<file path="src/rtl/imem_boot_loader_pkg.sv">
// -----------------------------------------------------------------------------
// imem_boot_loader_pkg
//
// Shared definitions for the boot-time instruction-memory loader:
//   - loader FSM state encoding (state_e)
//   - bank geometry (NUM_BANKS, BYTE_W)
//   - default frame start marker (DEF_SYNC_BYTE)
//   - SRAM control levels for idle and write cycles
//
// The CHECK state is always present in the encoding so the debug state port
// keeps the same meaning in every build.  It is only ever reached when
// IMEM_BOOT_LOADER_CHECKSUM_EN is defined.
// -----------------------------------------------------------------------------
package imem_boot_loader_pkg;

  localparam int NUM_BANKS = 4;
  localparam int BYTE_W    = 8;

  localparam logic [BYTE_W-1:0] DEF_SYNC_BYTE = 8'hA5;

  // SRAM controls are active-low: idle deselects the bank and masks all bits.
  localparam logic              IDLE_CEN   = 1'b1;
  localparam logic              IDLE_GWEN  = 1'b1;
  localparam logic [BYTE_W-1:0] IDLE_WEN   = 8'hFF;
  localparam logic              WRITE_CEN  = 1'b0;
  localparam logic              WRITE_GWEN = 1'b0;
  localparam logic [BYTE_W-1:0] WRITE_WEN  = 8'h00;

  typedef enum logic [2:0] {
    ST_IDLE   = 3'd0,
    ST_SYNC   = 3'd1,
    ST_LEN_LO = 3'd2,
    ST_LEN_HI = 3'd3,
    ST_DATA   = 3'd4,
    ST_CHECK  = 3'd5,
    ST_DONE   = 3'd6,
    ST_ERROR  = 3'd7
  } state_e;

  // A load is in progress from SYNC through CHECK.
  function automatic logic state_is_busy(input state_e s);
    return (s == ST_SYNC) || (s == ST_LEN_LO) || (s == ST_LEN_HI) ||
           (s == ST_DATA) || (s == ST_CHECK);
  endfunction

endpackage

</file>
<file path="src/rtl/imem_boot_loader_port_mux.sv">
// -----------------------------------------------------------------------------
// imem_port_mux
//
// Purely combinational per-bank selector between the loader's SRAM drive and
// the core's own imem port.  With sel_core=1 every core signal reaches the
// SRAM unchanged; with sel_core=0 the loader owns all banks.
//
// Ports (all arrays are [0:NUM_BANKS-1]):
//   sel_core                        1 = pass core signals, 0 = loader drive
//   cen_ld/gwen_ld/wen_ld/a_ld/d_ld loader-side controls, address, data
//   cen_core/.../d_core             core-side controls, address, data
//   cen_imem/.../d_imem             to the SRAM banks
// -----------------------------------------------------------------------------
module imem_port_mux
  import imem_boot_loader_pkg::*;
#(
  parameter int ADDR_W = 9
) (
  input  logic              sel_core,
  input  logic              cen_ld    [0:NUM_BANKS-1],
  input  logic              gwen_ld   [0:NUM_BANKS-1],
  input  logic [BYTE_W-1:0] wen_ld    [0:NUM_BANKS-1],
  input  logic [ADDR_W-1:0] a_ld      [0:NUM_BANKS-1],
  input  logic [BYTE_W-1:0] d_ld      [0:NUM_BANKS-1],
  input  logic              cen_core  [0:NUM_BANKS-1],
  input  logic              gwen_core [0:NUM_BANKS-1],
  input  logic [BYTE_W-1:0] wen_core  [0:NUM_BANKS-1],
  input  logic [ADDR_W-1:0] a_core    [0:NUM_BANKS-1],
  input  logic [BYTE_W-1:0] d_core    [0:NUM_BANKS-1],
  output logic              cen_imem  [0:NUM_BANKS-1],
  output logic              gwen_imem [0:NUM_BANKS-1],
  output logic [BYTE_W-1:0] wen_imem  [0:NUM_BANKS-1],
  output logic [ADDR_W-1:0] a_imem    [0:NUM_BANKS-1],
  output logic [BYTE_W-1:0] d_imem    [0:NUM_BANKS-1]
);

  always_comb begin
    for (int i = 0; i < NUM_BANKS; i++) begin
      if (sel_core) begin
        cen_imem[i]  = cen_core[i];
        gwen_imem[i] = gwen_core[i];
        wen_imem[i]  = wen_core[i];
        a_imem[i]    = a_core[i];
        d_imem[i]    = d_core[i];
      end else begin
        cen_imem[i]  = cen_ld[i];
        gwen_imem[i] = gwen_ld[i];
        wen_imem[i]  = wen_ld[i];
        a_imem[i]    = a_ld[i];
        d_imem[i]    = d_ld[i];
      end
    end
  end

endmodule

</file>
<file path="src/rtl/imem_boot_loader.sv">
// -----------------------------------------------------------------------------
// imem_boot_loader
//
// Boot-time loader in front of the four byte-wide instruction SRAM banks.
// A framed image arrives as a byte stream:
//   SYNC_BYTE, LEN_LO, LEN_HI, 4*LEN data bytes [, checksum byte]
// Data bytes fill a word buffer in lane order 0..3; byte lane i goes to
// bank i.  Each completed word is written to all four banks in one cycle at
// the word's index.  The core is held in reset until the image is loaded;
// after that the core's imem port is passed straight through to the banks.
//
// Configuration macro: IMEM_BOOT_LOADER_CHECKSUM_EN
//   defined   - one checksum byte follows the data; it must equal the XOR of
//               both length bytes and all data bytes, else the frame is
//               rejected (ERROR, core kept in reset).
//   undefined - no checksum; anything after the data is ignored.
//
// Handshake: rx_valid is a one-cycle strobe qualifying rx_data; a byte is
//   consumed on every clock edge where rx_valid=1 and the FSM is in a
//   receiving state.  There is no backpressure, so every state that can see
//   a byte must take it in that cycle.
//
// Ports:
//   clk, rst            clock; asynchronous active-low reset
//   rx_data, rx_valid   byte stream from the UART receiver
//   start               arms a load (ignored while busy)
//   busy, done, error   status levels
//   core_rst            active-high reset to the core (low only in DONE)
//   *_core [0:3]        core-side imem port
//   *_imem [0:3]        to the SRAM banks
//   state_dbg           current FSM state
// -----------------------------------------------------------------------------
module imem_boot_loader
  import imem_boot_loader_pkg::*;
#(
  parameter int                ADDR_W    = 9,
  parameter int                MAX_WORDS = 512,
  parameter logic [BYTE_W-1:0] SYNC_BYTE = DEF_SYNC_BYTE
) (
  input  logic              clk,
  input  logic              rst,
  input  logic [BYTE_W-1:0] rx_data,
  input  logic              rx_valid,
  input  logic              start,
  output logic              busy,
  output logic              done,
  output logic              error,
  output logic              core_rst,
  input  logic              CEN_core  [0:NUM_BANKS-1],
  input  logic              GWEN_core [0:NUM_BANKS-1],
  input  logic [BYTE_W-1:0] WEN_core  [0:NUM_BANKS-1],
  input  logic [ADDR_W-1:0] A_core    [0:NUM_BANKS-1],
  input  logic [BYTE_W-1:0] D_core    [0:NUM_BANKS-1],
  output logic              CEN_imem  [0:NUM_BANKS-1],
  output logic              GWEN_imem [0:NUM_BANKS-1],
  output logic [BYTE_W-1:0] WEN_imem  [0:NUM_BANKS-1],
  output logic [ADDR_W-1:0] A_imem    [0:NUM_BANKS-1],
  output logic [BYTE_W-1:0] D_imem    [0:NUM_BANKS-1],
  output state_e            state_dbg
);

  localparam logic [15:0]     MAX_LEN = 16'(MAX_WORDS);
  localparam logic [ADDR_W:0] IDX_ONE = (ADDR_W+1)'(1);

  state_e state_q, state_d;

  logic [1:0]        lane_q;
  logic [BYTE_W-1:0] buf_q      [0:NUM_BANKS-2];
  logic [ADDR_W:0]   word_idx_q;
  logic [BYTE_W-1:0] len_lo_q;
  logic [15:0]       len_q;

  logic              wr_en_q;
  logic [ADDR_W-1:0] wr_addr_q;
  logic [BYTE_W-1:0] wr_data_q  [0:NUM_BANKS-1];

`ifdef IMEM_BOOT_LOADER_CHECKSUM_EN
  logic [BYTE_W-1:0] chk_acc_q;
`endif

  logic [15:0] len_full;
  logic        last_word;
  logic        last_wr;
  logic        data_byte;
  logic        rearm;

  // Length as it becomes complete on the LEN_HI byte.
  assign len_full = {rx_data, len_lo_q};

  // The word currently being written is the last one of the image.
  assign last_word = ((16'(word_idx_q) + 16'd1) == len_q);
  assign last_wr   = wr_en_q && last_word;

  assign rearm = start &&
                 ((state_q == ST_IDLE) || (state_q == ST_DONE) || (state_q == ST_ERROR));

  // ---------------------------------------------------------------------------
  // Next-state logic
  // ---------------------------------------------------------------------------
  always_comb begin
    state_d   = state_q;
    data_byte = 1'b0;
    case (state_q)
      ST_IDLE: begin
        if (start) state_d = ST_SYNC;
      end
      ST_SYNC: begin
        if (rx_valid && (rx_data == SYNC_BYTE)) state_d = ST_LEN_LO;
      end
      ST_LEN_LO: begin
        if (rx_valid) state_d = ST_LEN_HI;
      end
      ST_LEN_HI: begin
        if (rx_valid) begin
          if (len_full == 16'd0)          state_d = ST_DONE;
          else if (len_full > MAX_LEN)    state_d = ST_ERROR;
          else                            state_d = ST_DATA;
        end
      end
      ST_DATA: begin
        // During the final write cycle every data byte has been taken, so a
        // byte arriving now belongs to whatever follows the image.
        data_byte = rx_valid && !last_wr;
        if (last_wr) begin
`ifdef IMEM_BOOT_LOADER_CHECKSUM_EN
          // Back-to-back streams deliver the checksum during the last write
          // cycle; judge it here rather than lose it.
          if (rx_valid) state_d = (rx_data == chk_acc_q) ? ST_DONE : ST_ERROR;
          else          state_d = ST_CHECK;
`else
          state_d = ST_DONE;
`endif
        end
      end
`ifdef IMEM_BOOT_LOADER_CHECKSUM_EN
      ST_CHECK: begin
        if (rx_valid) state_d = (rx_data == chk_acc_q) ? ST_DONE : ST_ERROR;
      end
`endif
      ST_DONE, ST_ERROR: begin
        if (start) state_d = ST_SYNC;
      end
      default: state_d = ST_IDLE;
    endcase
  end

  always_ff @(posedge clk or negedge rst) begin
    if (!rst) state_q <= ST_IDLE;
    else      state_q <= state_d;
  end

  // ---------------------------------------------------------------------------
  // Datapath: length capture, word assembly, write registers
  // ---------------------------------------------------------------------------
  always_ff @(posedge clk or negedge rst) begin
    if (!rst) begin
      lane_q     <= 2'd0;
      word_idx_q <= '0;
      len_lo_q   <= '0;
      len_q      <= '0;
      wr_en_q    <= 1'b0;
      wr_addr_q  <= '0;
      for (int i = 0; i < NUM_BANKS-1; i++) buf_q[i] <= '0;
      for (int i = 0; i < NUM_BANKS; i++)   wr_data_q[i] <= '0;
`ifdef IMEM_BOOT_LOADER_CHECKSUM_EN
      chk_acc_q  <= '0;
`endif
    end else begin
      // The write strobe lasts exactly one cycle.
      wr_en_q <= 1'b0;
      if (wr_en_q) word_idx_q <= word_idx_q + IDX_ONE;

      if (rearm) begin
        lane_q     <= 2'd0;
        word_idx_q <= '0;
`ifdef IMEM_BOOT_LOADER_CHECKSUM_EN
        chk_acc_q  <= '0;
`endif
      end

      if ((state_q == ST_LEN_LO) && rx_valid) begin
        len_lo_q <= rx_data;
`ifdef IMEM_BOOT_LOADER_CHECKSUM_EN
        chk_acc_q <= chk_acc_q ^ rx_data;
`endif
      end

      if ((state_q == ST_LEN_HI) && rx_valid) begin
        len_q <= len_full;
`ifdef IMEM_BOOT_LOADER_CHECKSUM_EN
        chk_acc_q <= chk_acc_q ^ rx_data;
`endif
      end

      if (data_byte) begin
        lane_q <= lane_q + 2'd1;
`ifdef IMEM_BOOT_LOADER_CHECKSUM_EN
        chk_acc_q <= chk_acc_q ^ rx_data;
`endif
        if (lane_q == 2'd3) begin
          // Lane 3 goes straight to the write register, freeing the buffer
          // for the next word while this one is being written.
          wr_data_q[0] <= buf_q[0];
          wr_data_q[1] <= buf_q[1];
          wr_data_q[2] <= buf_q[2];
          wr_data_q[3] <= rx_data;
          wr_addr_q    <= word_idx_q[ADDR_W-1:0];
          wr_en_q      <= 1'b1;
        end else begin
          buf_q[lane_q] <= rx_data;
        end
      end
    end
  end

  // ---------------------------------------------------------------------------
  // Status outputs
  // ---------------------------------------------------------------------------
  assign busy      = state_is_busy(state_q);
  assign done      = (state_q == ST_DONE);
  assign error     = (state_q == ST_ERROR);
  assign core_rst  = (state_q != ST_DONE);
  assign state_dbg = state_q;

  // ---------------------------------------------------------------------------
  // Loader-side SRAM drive: all banks written together, byte lane i to bank i
  // ---------------------------------------------------------------------------
  logic              cen_ld  [0:NUM_BANKS-1];
  logic              gwen_ld [0:NUM_BANKS-1];
  logic [BYTE_W-1:0] wen_ld  [0:NUM_BANKS-1];
  logic [ADDR_W-1:0] a_ld    [0:NUM_BANKS-1];
  logic [BYTE_W-1:0] d_ld    [0:NUM_BANKS-1];

  always_comb begin
    for (int i = 0; i < NUM_BANKS; i++) begin
      cen_ld[i]  = wr_en_q ? WRITE_CEN  : IDLE_CEN;
      gwen_ld[i] = wr_en_q ? WRITE_GWEN : IDLE_GWEN;
      wen_ld[i]  = wr_en_q ? WRITE_WEN  : IDLE_WEN;
      a_ld[i]    = wr_addr_q;
      d_ld[i]    = wr_data_q[i];
    end
  end

  imem_port_mux #(
    .ADDR_W (ADDR_W)
  ) u_port_mux (
    .sel_core  (done),
    .cen_ld    (cen_ld),
    .gwen_ld   (gwen_ld),
    .wen_ld    (wen_ld),
    .a_ld      (a_ld),
    .d_ld      (d_ld),
    .cen_core  (CEN_core),
    .gwen_core (GWEN_core),
    .wen_core  (WEN_core),
    .a_core    (A_core),
    .d_core    (D_core),
    .cen_imem  (CEN_imem),
    .gwen_imem (GWEN_imem),
    .wen_imem  (WEN_imem),
    .a_imem    (A_imem),
    .d_imem    (D_imem)
  );

endmodule

</file>
<file path="config.mk">
export PLATFORM = sky130hd
export DESIGN_NAME = imem_boot_loader
export DESIGN_NICKNAME = d
export VERILOG_FILES = /design/src/rtl/imem_boot_loader_pkg.sv /design/src/rtl/imem_boot_loader_port_mux.sv /design/src/rtl/imem_boot_loader.sv
export SDC_FILE = /design/constraint.sdc
export NUM_CORES = 1
export LEC_CHECK = 0
export CAP_MARGIN = 0
export CORE_MARGIN = 2
export CORE_UTILIZATION = 44
export CTS_CLUSTER_SIZE = 10
export DETAILED_ROUTE_END_ITERATION = 8
export HOLD_SLACK_MARGIN = 0.08
export PLACE_DENSITY = 0.84
export SETUP_SLACK_MARGIN = 0.4
export SYNTH_ARGS = -nofsm -noshare
export SYNTH_HDL_FRONTEND = slang
export SYNTH_SLANG_ARGS = --single-unit
</file>
<file path="constraint.sdc">
create_clock -name clk -period 2.7 [get_ports clk]
set_input_delay 0.54 -clock clk [delete_from_list [all_inputs] [get_ports clk]]
set_output_delay 0.54 -clock clk [all_outputs]
set_load 0.02 [all_outputs]
</file>
# After elaboration in Yosys (flattened, before gate mapping)
# Cells that the tools add are included.
# Widths: inputs -> output; s select.
dict set report totals {
  inputBits 120
  ff_bits 105
  word_cells 100
  out_inout_bits 115
}
dict set report op_classes {
  n_eq_ne 16
  n_mux 40
  reduce_logical 22
  bitwise_logic 2
  magnitude_cmp 3
  n_addsub 3
}
# op count
set op_table {}
lappend op_table {{$mux 8} 10}
lappend op_table {{$mux 9} 4}
lappend op_table {{$bwmux 24} 1}
lappend op_table {{$mux 10} 2}
lappend op_table {{$demux 8 s2} 1}
lappend op_table {{$eq 11x16->1} 1}
lappend op_table {{$gt 16x10->1 const B} 1}
lappend op_table {{$logic_not 16->1} 1}
lappend op_table {{$mux 3} 5}
lappend op_table {{$pmux 3 s5} 1}
lappend op_table {{$eq 3x3->1 const B} 4}
lappend op_table {{$mux 1} 12}
lappend op_table {{$add 10x1->11 const B} 1}
lappend op_table {{$add 10x1->10 const B} 1}
lappend op_table {{$eq 8x8->1 const B} 1}
lappend op_table {{$mux 2} 4}
lappend op_table {{$ne 2x2->1 const B} 4}
lappend op_table {{$logic_and 1x1->1} 7}
lappend op_table {{$eq 3x2->1 const B} 2}
lappend op_table {{$logic_or 1x1->1} 6}
lappend op_table {{$reduce_and 5->1} 1}
lappend op_table {{$reduce_and 2->1} 2}
lappend op_table {{$reduce_bool 2->1} 2}
lappend op_table {{$eq 3x1->1 const B} 1}
lappend op_table {{other kinds (11)} 11}

# Logic depth before layout (Yosys ltp)
# Gate-level depths: netlist of the first run.
dict set report depth {
  word_depth 7
  mapped_depth 10
  depth_no_buf 8
}

# Modules after synthesis
# A second synthesis of the first run with hierarchy kept.
dict set report hier_totals {
  hier_cells 469
  hier_area_um2 6266.0
}
# module n_inst seq_area_each_um2 area_each_um2 cells_each
set by_module_without_submodules {}
lappend by_module_without_submodules {imem_boot_loader 1 2627.5 4889.7 349}
lappend by_module_without_submodules {imem_port_mux 1 0.0 1376.3 120}

# Worst setup path after synthesis of the first run
# Ideal clock, no wire load.
dict set report synth_timing {
  path_kind {reg-to-output}
  startpoint {register state_q[2] (netlist: state_dbg[2])}
  endpoint {output port D_imem[10] in the netlist's numbering}
  t_arrival_ps 2182
  setup_slack_ps -22
  path_buffers 4
  t_required_ps 2160
  path_stages_with_launch 11
  cell_sequence {dfrtp_1 > clkbuf_1 > inv_1 > nor2_1 > nand2_1 > inv_1 > clkbuf_1 > clkbuf_1 > buf_1 > nand2_1 > nand2_1}
}
# element line_no
set synth_lines {}
lappend synth_lines {{start: declaration} imem_boot_loader.sv:65} ;# state_e state_q, state_d;
lappend synth_lines {{start signal: assignment} imem_boot_loader.sv:149} ;# else state_q <= state_d;
lappend synth_lines {{end: declaration} imem_boot_loader.sv:58} ;# output logic [BYTE_W-1:0] D_imem [0:NUM_BANKS-1],

# Worst setup path in the final report of the first run
dict set report layout_timing {
  startpoint {register word_idx_q[3]}
  endpoint {register wr_data_q, in the netlist d_ld[27]}
}
dict set report layout_between {
  elab_chain_cells 7
}
# element line_no
set layout_lines {}
lappend layout_lines {{start: declaration} imem_boot_loader.sv:69} ;# logic [ADDR_W:0] word_idx_q;
lappend layout_lines {{start signal: assignment} imem_boot_loader.sv:171} ;# if (wr_en_q) word_idx_q <= word_idx_q + IDX_ONE;
lappend layout_lines {{$add 10x1->11} imem_boot_loader.sv:91} ;# assign last_word = ((16'(word_idx_q) + 16'd1) == len_q);
lappend layout_lines {{$eq 11x16->1} imem_boot_loader.sv:91}
lappend layout_lines {{$logic_and 1x1->1} imem_boot_loader.sv:92} ;# assign last_wr = wr_en_q && last_word;
lappend layout_lines {{$logic_not 1->1} imem_boot_loader.sv:123} ;# data_byte = rx_valid && !last_wr;
lappend layout_lines {{$logic_and 1x1->1} imem_boot_loader.sv:123}
lappend layout_lines {{$mux 1} imem_boot_loader.sv:103} ;# case (state_q)
lappend layout_lines {{$reduce_and 2->1 (no line)} --}
lappend layout_lines {{end: declaration} imem_boot_loader.sv:75} ;# logic [BYTE_W-1:0] wr_data_q [0:NUM_BANKS-1];
# Every way passes these cells.
# A chain may end at the register's enable or synchronous reset.

==> results_dict.tcl, run 1 <==
set metrics [dict create \
    run_status "complete, but fails checks" \
    failing_checks "setup timing" \
    worst_path_max_delay_cell "sky130_fd_sc_hd__or4b_4" \
    final_slew_viol_count 0 \
    antenna_cells 0 \
    cts_hold_buffers 0 \
    clock-root-buffer "sky130_fd_sc_hd__clkbuf_16" \
    timing.final.setup_violations 50 \
    finalWirelength_um 27640 \
    insertion_delay_ns 0.36 \
    grt_remaining_overflow 0 \
    period_minus_slack_ns 2.760 \
    cts.htree.levels 3 \
    initial_antenna_violation_count 0 \
    dpl-instance-area_um2 8486 \
    postSynthNetCount 716 \
    max_stage_delay_ns 0.51 \
    post_synth_instance_area_um2 5713 \
    place_congestion 0.8888 \
    synth-main-ff-cell "sky130_fd_sc_hd__dfrtp_1" \
    synthTopCellsByCount "192 x sky130_fd_sc_hd__nand2_1, 105 x sky130_fd_sc_hd__dfrtp_1, 72 x sky130_fd_sc_hd__mux2_2" \
    cp.required_ns 2.94 \
    worstMarginPinSlew_ns 0.5899 \
    drive_gt1_share_pct 43.94 \
    synth.distinct_cells 49 \
    cts_inserted_buffers 9 \
    place.port_buffers 234 \
    grtUsageTotal_pct 31.93 \
    final.setup.worst_slack_ns -0.05992 \
    timing.critical_path.to_type "flip-flop" \
    max_freq_ghz 0.3623 \
    regToRegStartpoint "word_idx_q[3]" \
    yosys-top-cells-area "sky130_fd_sc_hd__dfrtp_1 46%, sky130_fd_sc_hd__mux2_2 14%, sky130_fd_sc_hd__nand2_1 13%" \
    crit_chain "buf_6 -> nor2b_2 -> or4b_4 -> o31ai_4 -> nand2_2 -> a211oi_4 -> buf_6 -> buf_6 -> buf_12 -> nor2_4 -> mux2_4" \
    max_cap_viol_count 0 \
    p_leak_nw 4.993 \
    placeableCoreArea_um2 12670 \
    clkSinkCount 105 \
    die_extent_in_x_um 117.9 \
    vias 6432 \
    timing.critical_path.mode_cell "sky130_fd_sc_hd__buf_6" \
    final_net_count 1019 \
    avgViaCountPerCell 6.006 \
    syn2layout_area_growth_pct 78.93 \
    synth_area_per_cell_um2 9.667 \
    finalHoldViolCount 0 \
    critPathLaunch "word_idx_q[3]" \
    worst_setup_path_start_kind "flip-flop" \
    std_cell_rows 41 \
    dpl.hpwl_um 14130 \
    number_of_enable_flip_flop_cells_after_synthesis 0 \
    detail-route-antenna-nets 0 \
    fillers 657 \
    part_of_the_cycle_the_worst_path_needs_pct 102.2 \
    io_pins 235 \
    grt_pass1_vias 6082 \
    synth_warnings 0 \
    crit_path_max_fanout 7 \
    yosys.cell_count.top_type "sky130_fd_sc_hd__nand2_1" \
    die_height_um 117.9 \
    crit_arrival_ns 3.00 \
    cts_tree "built" \
    grt_max_degree 46 \
    vdd_ir_drop_max_v 0.0004209 \
    rsz_0062_raised_after_global_routing "yes" \
    fin_total_pwr_mw 7.456 \
    grt_first_pass_wirelength_um 34480 \
    max_slew_margin_pct 60.67 \
    drt_pre_antenna_iters 8 \
    initial_drc_count 619 \
    synth_top_area_share_pct 45.99 \
    synth_top_cell_by_area "sky130_fd_sc_hd__dfrtp_1" \
    ys_ff_latch 105 \
    power-per-cell-area_nw_per_um2 729.4 \
    postLayoutCellArea_um2 10220 \
    critPathKind "flip-flop to flip-flop" \
    cts.path.max_buffers 2 \
    post-route-drc-count 0 \
    postSynth.asyncResetShare_pct 100.0 \
    routed_wirelength_normalized_by_instance_count_um 25.81 \
    design.die.area_um2 13910 \
    timing.clock.skew_ns 0.01257 \
    clk_pin_slew_ns 0.08 \
    hp-class "input pin to asynchronous set/reset pin" \
    postSynthCellCount 591 \
    initial_core_util_pct 45.09 \
    synth-seq-area-share_pct 45.99 \
]
sequential cells by signal (all words and copies together), names as in the netlist:
signal,cells
d_ld,32
word_idx_q,10
wr_en_q,1
lane_q,2
len_lo_q,8
state_dbg,3
buf_q,24
wr_addr_q,9
len_q,16
critical path: cells and delay by family (launching register included):
family / cells / cell delay (ns)
buffers and inverters: 4 / 0.57
DFF: 1 / 0.47
and+or+nand+nor: 4 / 0.88
AOI/OAI and AO/OA: 2 / 0.39
muxes: 1 / 0.34
report_power, final:
group          internal [mW]  total (mW)  switching, mW
clock                  0.673        1.37          0.700
combinational           1.95        3.92           1.97
sequential              1.88        2.16          0.280
final timing paths:
kind	endpoint	slack, ns	cells past startpoint
hold / removal	lane_q[1]	0.19	1
setup reg to reg	d_ld[27]	-0.06	11
hold reg to reg	len_q[11]	0.51	1
setup / recovery	d_ld[27]	-0.06	11
min in group clk	len_q[11]	0.51	1
max in group asynchronous	d_ld[29]	1.83	2
layer usage:
metal  global-route usage (%)  vias to the layer above  routed length, um
met5                        0                        -                  0
met4                    12.58                        0               1688
met3                    8.818                      152               2883
met2                    53.74                      515              13370
met1                    38.82                     3160               9701
li1                         -                     2605                  -
kinds of logic after synthesis:
family	Yosys count	share of synthesized area, %
xor gates and xnor gates	21	3.460
buffers and inverters	47	3.701
muxes	91	17.89
DFF	105	45.99
AOI/OAI and AO/OA	65	8.323
and+or+nand+nor	257	19.54
adders and majority gates	5	1.095
through the flow:
stage | cells | setup TNS (ns) | util, % | worst slack (ns) | hold WS, ns
finish | 1071 | -1.557 | 80.68 | -0.05992 | 0.1889
global route | 1071 | -2.863 | 80.68 | -0.09374 | 0.2255
CTS | 1049 | 0 | 72.79 | 0.02638 | 0.2034
detailed placement | 997 | -13.48 | 66.97 | -0.3129 | 0.4748
global placement | 997 | -9.665 | 66.97 | -0.2377 | 0.4710
floorplan | 591 | 0 | - | 0.2844 | 0.2444
cell type report:
cell class | instances | area (um^2) | area share [%]
well taps | 172 | 215.2 | 2.105
inverters | 5 | 26.28 | 0.2570
repair buffers | 328 | 3516 | 34.39
clock buffers | 9 | 225.2 | 2.203
clock inverters | 7 | 86.33 | 0.8446
multi-input cells | 445 | 3522 | 34.46
flip-flops and latches | 105 | 2631 | 25.74
cell usage in the layout, fill, tap and decap left out, types with 3 or more instances in the layout:
master	instances
sky130_fd_sc_hd__nor2_1	13
sky130_fd_sc_hd__nor2b_1	5
sky130_fd_sc_hd__clkbuf_16	17
sky130_fd_sc_hd__nor4bb_4	3
sky130_fd_sc_hd__buf_6	92
sky130_fd_sc_hd__dlygate4sd2_1	4
sky130_fd_sc_hd__inv_8	5
sky130_fd_sc_hd__nor2_4	9
sky130_fd_sc_hd__xnor2_1	8
sky130_fd_sc_hd__nand2_8	3
sky130_fd_sc_hd__mux2_2	51
sky130_fd_sc_hd__nor2b_2	3
sky130_fd_sc_hd__nand2_1	148
sky130_fd_sc_hd__buf_12	10
sky130_fd_sc_hd__dfrtp_1	102
sky130_fd_sc_hd__clkbuf_2	25
sky130_fd_sc_hd__dfrtp_2	3
sky130_fd_sc_hd__xor2_1	8
sky130_fd_sc_hd__buf_2	7
sky130_fd_sc_hd__and3_1	3
sky130_fd_sc_hd__buf_4	50
sky130_fd_sc_hd__inv_1	3
sky130_fd_sc_hd__a21oi_1	5
sky130_fd_sc_hd__clkdlybuf4s50_1	119
sky130_fd_sc_hd__buf_16	10
sky130_fd_sc_hd__nand4_1	3
sky130_fd_sc_hd__nor3_1	5
sky130_fd_sc_hd__nand2_2	29
sky130_fd_sc_hd__a21o_1	41
sky130_fd_sc_hd__nand2_4	12
sky130_fd_sc_hd__o21ai_0	5
sky130_fd_sc_hd__mux2_4	38
sky130_fd_sc_hd__ha_1	4
sky130_fd_sc_hd__nand3_1	6
timing repair:
item / in CTS / in global routing
gates resized for setup: 399 / 368
pin swaps: 15 / 35
setup buffers: 21 / 12
setup endpoints to repair: 181 / 175
cloned: 15 / 10
Note: power is estimated with default switching activity, not from simulation.
==> inputs of run 2 (changes only) <==
--- a/config.mk
+++ b/config.mk
@@ -12,7 +12,7 @@
 export DETAILED_ROUTE_END_ITERATION = 8
 export HOLD_SLACK_MARGIN = 0.08
 export PLACE_DENSITY = 0.84
-export SETUP_SLACK_MARGIN = 0.4
+export SETUP_SLACK_MARGIN = 0.05
 export SYNTH_ARGS = -nofsm -noshare
 export SYNTH_HDL_FRONTEND = slang
 export SYNTH_SLANG_ARGS = --single-unit
==> run 2 against run 1 <==
- the flow now finishes without violations
- via count decreased by 17%
- setup slack improved by 0.076 ns
- global-route usage shrank 6.1 points
- final cell count shrank 5.3%
==> results_dict.tcl, run 2 (synthesis gave the netlist of run 1 again) <==
set metrics [dict create \
    run_status "finished clean" \
    final_net_count 962 \
    timing.critical_path.to_type "flip-flop" \
    insertion_delay_ns 0.35 \
    design.die.area_um2 13910 \
    detail-route-antenna-nets 0 \
    crit_path_max_fanout 8 \
    grt_first_pass_wirelength_um 28750 \
    syn2layout_area_growth_pct 56.15 \
    critPathKind "flip-flop to flip-flop" \
    timing.final.setup_violations 0 \
    die_height_um 117.9 \
    avgViaCountPerCell 5.245 \
    postLayoutCellArea_um2 8921 \
    max_slew_margin_pct 72.20 \
    finalCoreUtilization_pct 70.41 \
    worst_setup_path_start_kind "flip-flop" \
    fillers 947 \
    timing.clock.skew_ns 0.01069 \
    p_leak_nw 4.814 \
    clkSinkCount 105 \
    drt_pre_antenna_iters 4 \
    rsz_0062_raised_after_global_routing "yes" \
    max_cap_viol_count 0 \
    clk_pin_slew_ns 0.07 \
    clock-root-buffer "sky130_fd_sc_hd__clkbuf_16" \
    antenna_cells 0 \
    cts_inserted_buffers 9 \
    power-per-cell-area_nw_per_um2 687.1 \
    fin_total_pwr_mw 6.129 \
    vias 5318 \
    initial_drc_count 314 \
    dpl.hpwl_um 13250 \
    initial_core_util_pct 45.09 \
    worst_path_max_delay_cell "sky130_fd_sc_hd__or4_4" \
    place.port_buffers 234 \
    final_common_cell "sky130_fd_sc_hd__nand2_1" \
    cts.htree.levels 3 \
    vdd_ir_drop_max_v 0.0004998 \
    hp-class "input pin to asynchronous set/reset pin" \
    crit_chain "buf_4 -> xnor3_1 -> a22oi_1 -> or4_4 -> a211oi_4 -> buf_4 -> nor4bb_4 -> buf_12 -> mux2_2" \
    multiInputGateArea_um2 3003 \
    holdWs_ns 0.09201 \
    dpl-instance-area_um2 8448 \
    part_of_the_cycle_the_worst_path_needs_pct 99.40 \
    final.setup.worst_slack_ns 0.01620 \
    place.detailed.instances 992 \
    layout.cells.most_common_list "191 x sky130_fd_sc_hd__nand2_1, 125 x sky130_fd_sc_hd__clkdlybuf4s50_1, 104 x sky130_fd_sc_hd__dfrtp_1" \
    routed_wirelength_normalized_by_instance_count_um 18.16 \
    timing.critical_path.mode_cell "sky130_fd_sc_hd__buf_4" \
    grtUsageTotal_pct 25.85 \
    final_slew_viol_count 0 \
    setup_tns_ns 0 \
    largest_register_ffs 32 \
    grt_max_degree 50 \
    post-route-drc-count 0 \
    ff_latch_area_um2 2629 \
    cts.path.max_buffers 2 \
    io_pins 235 \
    grt_pass1_vias 5386 \
    pre_cts_ws_ns -0.1779 \
    worstMarginPinSlew_ns 0.4170 \
    period_minus_slack_ns 2.684 \
    finalHoldViolCount 0 \
    die_extent_in_x_um 117.9 \
    cts_hold_buffers 0 \
    std_cell_rows 41 \
    finalWirelength_um 18420 \
    place_congestion 0.9051 \
    initial_antenna_violation_count 0 \
    placeableCoreArea_um2 12670 \
    cp.required_ns 2.93 \
    max_freq_ghz 0.3726 \
    grt_remaining_overflow 0 \
    max_stage_delay_ns 0.55 \
    cts_tree "built" \
    layout_cells_excl_fill 1014 \
    drive_gt1_share_pct 18.41 \
    crit_arrival_ns 2.91 \
]
-- run 2: per-layer routing --
metal  wire length (um)  track usage (%)  vias up  share of wire [%]
met5                  0                0        -                  0
met4                531            10.02        0                2.9
met3                938            4.554       40                5.1
met2               9351            44.77      184                 51
met1               7593            32.12     2610                 41
li1                   -                -     2484                  -
-- run 2: final timing paths --
| check | startpoint | slack (ns) | depth (start not counted) | end |
|---|---|---|---|---|
| max | word_idx_q[5] | 0.02 | 9 | buf_q[0] |
| min | rst | 0.09 | 1 | lane_q[0] |
| max reg2reg | word_idx_q[5] | 0.02 | 9 | buf_q[0] |
| min reg2reg | wr_addr_q[6] | 0.49 | 1 | wr_addr_q[6] |
| max in group asynchronous | rst | 1.85 | 2 | word_idx_q[5] |
| min in group clk | wr_addr_q[6] | 0.49 | 1 | wr_addr_q[6] |
-- run 2: area by class of cell --
type / count / area share [%]
tap: 172 / 2.412
multi-input combinational: 439 / 33.66
inverter: 5 / 0.2665
clock inverter: 7 / 0.8415
clock buffer: 9 / 2.525
sequential: 105 / 29.47
timing repair buffer: 277 / 30.83
-- run 2: where the power goes --
group / switching [mW] / leakage (nW) / total [mW] / internal (mW)
Combinational: 1.43 / 3.27 / 2.71 / 1.28
Clock: 0.644 / 0.148 / 1.30 / 0.655
Sequential: 0.241 / 1.40 / 2.12 / 1.88
-- run 2: critical path: cells and delay by family (launching register included) --
family          cells  cell delay [ns]
compound gates      2             0.49
xor+xnor            1             0.26
buf+inv             3             0.51
flops               1             0.44
mux                 1             0.27
simple gates        2             0.60
-- run 2: repair_timing --
| action | 4_1_cts | 5_1_grt |
|---|---|---|
| buffers inserted | 1 | 8 |
| pin swaps | 3 | 5 |
| setup endpoints to repair | 132 | 95 |
| gates cloned | 1 | 0 |
| resized for setup | 92 | 48 |
==> inputs of run 3 (changes only) <==
--- a/config.mk
+++ b/config.mk
@@ -5,13 +5,13 @@
 export SDC_FILE = /design/constraint.sdc
 export NUM_CORES = 1
 export LEC_CHECK = 0
-export CAP_MARGIN = 0
-export CORE_MARGIN = 2
+export CAP_MARGIN = 10
+export CORE_MARGIN = 4
 export CORE_UTILIZATION = 44
 export CTS_CLUSTER_SIZE = 10
 export DETAILED_ROUTE_END_ITERATION = 8
 export HOLD_SLACK_MARGIN = 0.08
-export PLACE_DENSITY = 0.84
+export PLACE_DENSITY = 0.82
 export SETUP_SLACK_MARGIN = 0.05
 export SYNTH_ARGS = -nofsm -noshare
 export SYNTH_HDL_FRONTEND = slang
==> run 3 against run 2 <==
- setup slack gained 0.088 ns
- via count grew 0.24%
- combinational power shrank 1%
- clock power is essentially flat
- highest routed layer unchanged
==> results_dict.tcl, run 3 (synthesis gave the netlist of run 1 again) <==
set metrics [dict create \
    grt_first_pass_wirelength_um 29350 \
    cts.path.max_buffers 2 \
    initial_core_util_pct 45.09 \
    drt_pre_antenna_iters 4 \
    syn2layout_area_growth_pct 54.14 \
    final_slew_viol_count 0 \
    hp-class "input pin to asynchronous set/reset pin" \
    timing.final.setup_violations 0 \
    initial_drc_count 267 \
    switching_share_pct 37.92 \
    fin_total_pwr_mw 6.065 \
    placeableCoreArea_um2 12670 \
    place_congestion 0.8328 \
    part_of_the_cycle_the_worst_path_needs_pct 96.14 \
    p_leak_nw 4.606 \
    max_freq_ghz 0.3852 \
    grtUsageTotal_pct 25.04 \
    vdd_ir_drop_max_v 0.0004536 \
    insertion_delay_ns 0.35 \
    io_pins 235 \
    critPathKind "flip-flop to flip-flop" \
    routed_wirelength_normalized_by_instance_count_um 18.80 \
    worst_setup_path_start_kind "flip-flop" \
    avgViaCountPerCell 5.191 \
    grt_pass1_vias 5602 \
    pre_cts_ws_ns -0.2283 \
    grt_max_degree 63 \
    finalWirelength_um 19310 \
    finalHoldViolCount 0 \
    cp.required_ns 2.93 \
    seq_power_share_pct 34.9 \
    holdWs_ns 0.2559 \
    final_net_count 974 \
    clock_power_share_pct 21.1 \
    internal-power_mw 3.766 \
    initial_antenna_violation_count 1 \
    crit_arrival_ns 2.83 \
    regToRegStartpoint "word_idx_q[5]" \
    std_cell_rows 41 \
    rsz_0062_raised_after_global_routing "yes" \
    largest_register_ffs 32 \
    comb_power_share_pct 44.0 \
    die_height_um 121.9 \
    final_common_cell "sky130_fd_sc_hd__nand2_1" \
    run_status "finished clean" \
    layout_cells_excl_fill 1027 \
    worstMarginPinSlew_ns 0.7562 \
    vias 5331 \
    timing.clock.skew_ns 0.01290 \
    die_extent_in_x_um 121.9 \
    detail-route-antenna-nets 0 \
    clock-root-buffer "sky130_fd_sc_hd__clkbuf_16" \
    final.setup.worst_slack_ns 0.1041 \
    power-per-cell-area_nw_per_um2 688.8 \
    cts_tree "built" \
    crit_path_max_fanout 8 \
    fillers 990 \
    cts.htree.levels 3 \
    critPathLaunch "word_idx_q[5]" \
    rr_worst_depth 8 \
    dpl.hpwl_um 14100 \
    max_cap_viol_count 0 \
    design.die.area_um2 14870 \
    clk_pin_slew_ns 0.08 \
    place.detailed.instances 1002 \
    dpl-instance-area_um2 8492 \
    period_minus_slack_ns 2.596 \
    layout.cells.most_common_list "192 x sky130_fd_sc_hd__nand2_1, 124 x sky130_fd_sc_hd__clkdlybuf4s50_1, 103 x sky130_fd_sc_hd__dfrtp_1" \
    postLayoutCellArea_um2 8806 \
    cts_inserted_buffers 9 \
    grt_remaining_overflow 0 \
    drive_gt1_share_pct 23.42 \
    total_switching_power_mw 2.300 \
    post-route-drc-count 0 \
    place.port_buffers 234 \
    max_slew_margin_pct 49.59 \
    timing.critical_path.to_type "flip-flop" \
    clkSinkCount 105 \
]
run 3: changes by cell type in the layout (fill, tap and decap cells not counted), moves of 2 or more:
cell / delta
sky130_fd_sc_hd__buf_4: +9
sky130_fd_sc_hd__clkdlybuf4s15_1: +19
sky130_fd_sc_hd__nor2_4: +2
sky130_fd_sc_hd__dlymetal6s2s_1: -15
sky130_fd_sc_hd__clkbuf_2: +37
sky130_fd_sc_hd__dlygate4sd2_1: -40
run 3: worst max-delay path, stage by stage, from the launching register on:
cell and delay [ns]:
sky130_fd_sc_hd__dfrtp_1 0.41, sky130_fd_sc_hd__nand4_1 0.22, sky130_fd_sc_hd__o311ai_0 0.42, sky130_fd_sc_hd__o311a_1 0.28
sky130_fd_sc_hd__a211oi_4 0.07, sky130_fd_sc_hd__buf_6 0.14, sky130_fd_sc_hd__nor4bb_2 0.40, sky130_fd_sc_hd__buf_12 0.19
sky130_fd_sc_hd__mux2_2 0.34
run 3: timing repair:
action / 4_1_cts / 5_1_grt
buffers inserted: 2 / 3
cloned: 2 / 2
hold buffers: 0 / 0
gates resized for setup: 110 / 123
setup endpoints to repair: 174 / 136
pin swaps: 3 / 7
run 3: stage by stage:
stage	TNS [ns]	util [%]
2_1_floorplan	0	-
3_3_place_gp	-5.708	67.02
3_5_place_dp	-9.371	67.02
4_1_cts	0	69.15
5_1_grt	0	69.50
6_report	0	69.50
run 3: final cells by class:
| cell class | count | area (um^2) | share of cell area [%] |
|---|---|---|---|
| Multi-Input combinational cell | 442 | 3007 | 34.14 |
| Tap cell | 172 | 215.2 | 2.444 |
| Clock buffer | 9 | 225.2 | 2.558 |
| Timing Repair Buffer | 286 | 2638 | 29.95 |
| Antenna cell | 1 | 2.502 | 0.02842 |
| Sequential cell | 105 | 2630 | 29.87 |
| Clock inverter | 7 | 67.56 | 0.7673 |
| Inverter | 5 | 21.27 | 0.2415 |
run 3: power by group through the flow:
stage          Combinational, mW  Clock (mW)  Sequential (mW)
4_1_cts                     2.67        1.30             2.11
3_5_place_dp                2.79           0             2.14
2_1_floorplan               1.53           0             2.08
5_1_grt                     2.88        1.37             2.16
6_report                    2.67        1.28             2.12
3_3_place_gp                2.72           0             2.11
run 3: metal layers:
| layer | GRT usage [%] | vias to the layer above | share of wire, % |
|---|---|---|---|
| li1 | - | 2516 | - |
| met1 | 32.40 | 2607 | 40 |
| met2 | 43.27 | 189 | 52 |
| met3 | 4.643 | 19 | 7.6 |
| met4 | 6.793 | 0 | 1.2 |
| met5 | 0 | - | 0 |
run 3: path summary, 6_finish.rpt:
check / end / slack (ns)
max: buf_q[20] / 0.10
min: lane_q[1] / 0.26
max reg2reg: buf_q[20] / 0.10
min reg2reg: wr_addr_q[2] / 0.49
max in group asynchronous: word_idx_q[2] / 1.71
min in group clk: wr_addr_q[2] / 0.49
